<file path="config.mk">
export PLATFORM = sky130hd
export DESIGN_NAME = ste_peak_hold
export DESIGN_NICKNAME = d
export VERILOG_FILES = /design/src/rtl/ste_peak_hold.sv
export SDC_FILE = /design/constraint.sdc
export NUM_CORES = 1
export LEC_CHECK = 0
export ABC_AREA = 0
export BUFFER_PORTS_ARGS = -buffer_cell sky130_fd_sc_hd__buf_2
export CORE_ASPECT_RATIO = 1.5
export CORE_UTILIZATION = 54
export DETAILED_ROUTE_END_ITERATION = 10
export PLACE_DENSITY = 0.76
export SETUP_SLACK_MARGIN = 0.3
export SLEW_MARGIN = 20
export SYNTH_ARGS = -nofsm -noshare
export SYNTH_HDL_FRONTEND = slang
export SYNTH_SLANG_ARGS = --single-unit
</file>
<file path="constraint.sdc">
create_clock -name clk -period 2.95 [get_ports clk]
set_input_delay 0.295 -clock clk [delete_from_list [all_inputs] [get_ports clk]]
set_output_delay 0.295 -clock clk [all_outputs]
set_load 0.01 [all_outputs]
</file>
<file path="src/rtl/ste_peak_hold.sv">
// Peak-hold level follower for an LED bar: holds each new peak, then decays or re-tracks.
// Optional macro STE_PEAK_DECAY_EN enables the stepwise DECAY state; otherwise hold expiry re-tracks the input.
module ste_peak_hold #(
    parameter int DATA_W     = 12,
    parameter int HOLD_LEN   = 64,
    parameter int DECAY_STEP = 8,
    parameter int UPDATE_DIV = 16
) (
    input  logic              clk,
    input  logic              rst_n,
    input  logic [DATA_W-1:0] din_i,
    input  logic              din_valid_i,
    input  logic              clr_i,
    output logic [DATA_W-1:0] dout_o,
    output logic              dout_update_o
);

    localparam int CNT_W = 16;
    localparam logic [CNT_W-1:0] HOLD_RELOAD = CNT_W'(HOLD_LEN - 1);
    localparam logic [CNT_W-1:0] DIV_LAST    = CNT_W'(UPDATE_DIV - 1);

    generate
        if (HOLD_LEN < 1 || HOLD_LEN > 65535) begin : g_bad_hold_len
            $error("HOLD_LEN out of range");
        end
        if (UPDATE_DIV < 1 || UPDATE_DIV > 65535) begin : g_bad_update_div
            $error("UPDATE_DIV out of range");
        end
        if (DECAY_STEP < 1 || DECAY_STEP > (1 << DATA_W) - 1) begin : g_bad_decay_step
            $error("DECAY_STEP out of range");
        end
    endgenerate

`ifdef STE_PEAK_DECAY_EN
    typedef enum logic [1:0] {IDLE, HOLD, DECAY} state_t;
    localparam logic [DATA_W-1:0] DECAY_AMT = DATA_W'(DECAY_STEP);
`else
    typedef enum logic [1:0] {IDLE, HOLD} state_t;
`endif

    state_t            state, state_nxt;
    logic [DATA_W-1:0] peak, peak_nxt;
    logic [CNT_W-1:0]  hold_cnt, hold_nxt;
    logic [CNT_W-1:0]  div_cnt;
    logic              armed;
    logic              accept;
    logic              wrap;

    // armed stays low for the first edge after reset release so that sample is dropped.
    assign accept = din_valid_i && armed && !clr_i;
    assign wrap   = accept && (div_cnt == DIV_LAST);

`ifdef STE_PEAK_DECAY_EN
    logic [DATA_W-1:0] decayed;
    assign decayed = (peak >= DECAY_AMT) ? (peak - DECAY_AMT) : '0;
`endif

    always_comb begin
        // NOTE: defaults first so every path assigns every output and no latch is inferred.
        state_nxt = state;
        peak_nxt  = peak;
        hold_nxt  = hold_cnt;
        if (accept) begin
            if (din_i >= peak && din_i != '0) begin
                state_nxt = HOLD;
                peak_nxt  = din_i;
                hold_nxt  = HOLD_RELOAD;
            end else if (din_i < peak) begin
                case (state)
                    HOLD: begin
                        if (hold_cnt != '0) begin
                            hold_nxt = hold_cnt - CNT_W'(1);
                        end else begin
`ifdef STE_PEAK_DECAY_EN
                            state_nxt = DECAY;
`else
                            peak_nxt = din_i;
                            if (din_i != '0) begin
                                state_nxt = HOLD;
                                hold_nxt  = HOLD_RELOAD;
                            end else begin
                                state_nxt = IDLE;
                                hold_nxt  = '0;
                            end
`endif
                        end
                    end
`ifdef STE_PEAK_DECAY_EN
                    DECAY: begin
                        peak_nxt = (din_i > decayed) ? din_i : decayed;
                        if (peak_nxt == '0) begin
                            state_nxt = IDLE;
                        end
                    end
`endif
                    default: ;
                endcase
            end
        end
    end

    always_ff @(posedge clk or negedge rst_n) begin
        // NOTE: sequential state uses non-blocking assignments so all registers update from pre-edge values.
        if (!rst_n) begin
            state         <= IDLE;
            peak          <= '0;
            hold_cnt      <= '0;
            div_cnt       <= '0;
            dout_o        <= '0;
            dout_update_o <= 1'b0;
            armed         <= 1'b0;
        end else begin
            armed <= 1'b1;
            if (clr_i) begin
                state         <= IDLE;
                peak          <= '0;
                hold_cnt      <= '0;
                div_cnt       <= '0;
                dout_o        <= '0;
                dout_update_o <= 1'b0;
            end else begin
                state         <= state_nxt;
                peak          <= peak_nxt;
                hold_cnt      <= hold_nxt;
                dout_update_o <= wrap;
                if (accept) begin
                    div_cnt <= wrap ? '0 : div_cnt + CNT_W'(1);
                end
                if (wrap) begin
                    dout_o <= peak_nxt;
                end
            end
        end
    end

endmodule
</file>
==> impl_metrics.py <==
metrics = {
    "synthesis": {
        "avgSynthCellArea_sq_um": 9.38,
        "synth_cell_types": 47,
        "synth_area_leaders": "dfrtp_1, ha_1, o21ai_0",
        "synthesis.nets": 383,
        "netlist_instances": 352,
        "syn_area_sq_mm": 0.00330,
        "synth-seq-cells": 59,
        "ys_warn_count": 0,
        "ys_seq_area_frac": 0.447,
        "synth_top_area_frac": 0.447,
        "synth_top_cell_by_area": "dfrtp_1",
    },
    "global_routing": {
        "track_usage": 0.274,
        "grt_overflow": 0,
        "grt_pass1_vias": 2872,
        "antenna_found_initial": 0,
        "grt_max_degree": 37,
        "grt_first_pass_wirelength_um": 13400,
    },
    "drt": {
        "vias_per_cell": 6.26,
        "routed_wl_um": 8480,
        "wl_per_cell_um": 18.0,
        "drc": 0,
        "dr.first_iter.drc_count": 222,
        "ant_nets": 0,
        "drt-pass1-iter-count": 4,
        "vias": 2957,
    },
    "clocking": {
        "cts_buffers": 9,
        "cts_tree": "done",
        "cts.htree.levels": 3,
        "clkTransAtPathRegs_ns": 0.07,
        "cts_root_buffer": "clkbuf_8",
        "clk_path_buf_depth": 2,
        "cts_num_sinks": 59,
        "clkLatencyLatePin_ns": 0.35,
    },
    "layout": {
        "mostFrequentLayoutCells": "dfrtp_1, o21ai_0, nand2_1",
        "seqCellArea_sq_mm": 0.00148,
        "finalNetCount": 426,
        "multi_input_area_sq_mm": 0.00179,
        "fill_cells": 445,
        "finalNonFillerCells": 472,
        "antenna_cells": 0,
        "syn_to_final_growth_pct": 21.3,
        "drive_gt1_frac": 0.228,
        "final_common_cell": "dfrtp_1",
    },
    "sta": {
        "setup_viol": 0,
        "slew_violations": 0,
        "setup_tns_ns": 0,
        "post-route-period-util": 0.926,
        "period_minus_slack_ns": 2.73,
        "clock_skew_ns": 0.00658,
        "timing.final.hold_violations": 0,
        "rsz0062_at_grt": "yes",
        "relSlewSlack": 0.508,
        "clock.fmax_mhz": 366,
        "worstMarginPinSlew_ns": 0.738,
        "hold_slack_ns": 0.206,
    },
    "run": {
        "cap_violations": 0,
    },
    "power": {
        "total_power_mw": 2.82,
        "peakVddDrop_uv": 379,
        "power.static_leakage_nw": 1.77,
        "powerDensity_mw_per_mm2": 704,
    },
    "critical_path": {
        "cp-start-kind": "flip-flop",
        "path_buf_inv": 1,
        "max_stage_delay_ns": 0.56,
        "crit_family": "simple AND/OR/NAND/NOR gates",
        "crit_path_end_kind": "flip-flop",
        "crit_arrival_ns": 2.96,
        "rrSetupSlack_ns": 0.22,
        "worst_ep_required_time_ns": 3.18,
        "cp_slowest_cell": "or4_4",
        "crit_type": "reg -> reg",
        "crit_fanout": 3,
        "cp_cell_sequence": "or4_4 > or3_4 > or3_4 > nor4_4 > buf_4 > nor2_1 > nor2_1 > o21ai_0 > a22o_1",
    },
    "place": {
        "dp_cells": 440,
        "port_buffers": 28,
        "place_hpwl_um": 5220,
        "gp_congestion": 0.913,
    },
    "die": {
        "core_sq_mm": 0.00587,
        "initial_core_util": 0.563,
        "num_rows": 34,
        "die_h_um": 97.8,
        "io_pins": 29,
        "die_area_sq_mm": 0.00644,
        "die_w_um": 65.9,
    },
    "min_path": {
        "hp-class": "in -> reg",
    },
    "status": {
        "status": "finished clean",
    },
}
## synth_stat cells, drive strengths merged
| cell | number |
|---|---|
| nand4 | 5 |
| buf | 6 |
| nor2 | 30 |
| and2 | 3 |
| or4 | 3 |
| nor4bb | 1 |
| nand3b | 1 |
| o31ai | 13 |
| a211oi | 2 |
| nor3 | 6 |
| conb | 1 |
| nand2 | 29 |
| o311a | 1 |
| dfrtp | 59 |
| nand2b | 5 |
| nand4bb | 1 |
| o22ai | 1 |
| a21oi | 10 |
| clkbuf | 14 |
| o211ai | 4 |
| nor2b | 1 |
| o21bai | 1 |
| a32oi | 12 |
| inv | 15 |
| xor2 | 16 |
| and3 | 4 |
| o21a | 1 |
| a21o | 1 |
| a32o | 1 |
| o21ai | 34 |
| nor4 | 9 |
| or2 | 4 |
| a22o | 6 |
| nand3 | 22 |
| nor3b | 2 |
| mux2 | 1 |
| or3 | 6 |
| nor4b | 1 |
| xnor2 | 3 |
| and4 | 2 |
| ha | 15 |
## power by group
| group | internal (mW) | switching (mW) |
|---|---|---|
| clock network | 0.520 | 0.328 |
| logic | 0.469 | 0.513 |
| registers | 0.905 | 0.0867 |
| total | 1.89 | 0.928 |
## path summary, 6_finish.rpt
path / startpoint / endpoint / depth (start not counted)
setup / recovery: hold_cnt[7]$_DFFE_PN0P_ / hold_cnt[5]$_DFFE_PN0P_ / 9
hold / removal: din_i[8] / peak[8]$_DFF_PN0_ / 3
setup reg to reg: hold_cnt[7]$_DFFE_PN0P_ / hold_cnt[5]$_DFFE_PN0P_ / 9
hold reg to reg: div_cnt[0]$_DFFE_PN0P_ / div_cnt[0]$_DFFE_PN0P_ / 1
max in group asynchronous: rst_n / div_cnt[0]$_DFFE_PN0P_ / 3
min in group asynchronous: rst_n / div_cnt[8]$_DFFE_PN0P_ / 2
## what timing repair did
item                                    in CTS  in global routing
endpoints found under the hold margin       23                  0
gates cloned                                 1                  2
hold buffers                                 1                  0
setup buffers                                5                  7
gates resized for setup                      6                 20
endpoints found under the setup margin      41                 41
pin swaps                                    2                  6
## metrics by stage
step	cell area (sq um)	worst slack [ns]	util
2_1_floorplan	3310	0.264	-
3_3_place_gp	3490	0.117	0.595
3_5_place_dp	3490	0.0592	0.595
4_1_cts	3820	0.248	0.651
5_1_grt	4010	0.150	0.683
6_report	4010	0.217	0.683
## worst min-delay path, stage by stage
cell and delay (ns):
buf_2 0.12, nand2_1 0.05, o31ai_1 0.05
## kinds of logic after synthesis
family,after synthesis,synth area share
and+or+nand+nor,135,0.216
AOI/OAI and AO/OA,87,0.172
DFF,59,0.447
buffers and inverters,35,0.0526
xor gates and xnor gates,19,0.0504
adders and majority gates,15,0.0568
other,1,0.00114
muxes,1,0.00341
## registers in the layout, indices dropped and copies added, names as in the netlist
signal,count
dout_update_o,1
dout_o,12
hold_cnt,16
armed,1
state,1
peak,12
div_cnt,16
## layout make-up
type / instances / share of cell area
clock buffers: 12 / 0.0387
clock inverters: 4 / 0.0181
inverters: 15 / 0.0140
multi-input cells: 259 / 0.446
flip-flops and latches: 59 / 0.368
well taps: 72 / 0.0225
repair buffers: 51 / 0.0921
## metal layers
layer | global-route usage | share of wire | vias up
met2 | 0.446 | 0.52 | 103
met1 | 0.336 | 0.39 | 1456
li1 | - | - | 1366
met5 | 0 | 0 | -
met4 | 0.119 | 0.039 | 0
met3 | 0.0701 | 0.044 | 32
(Power assumes the default switching activity.)
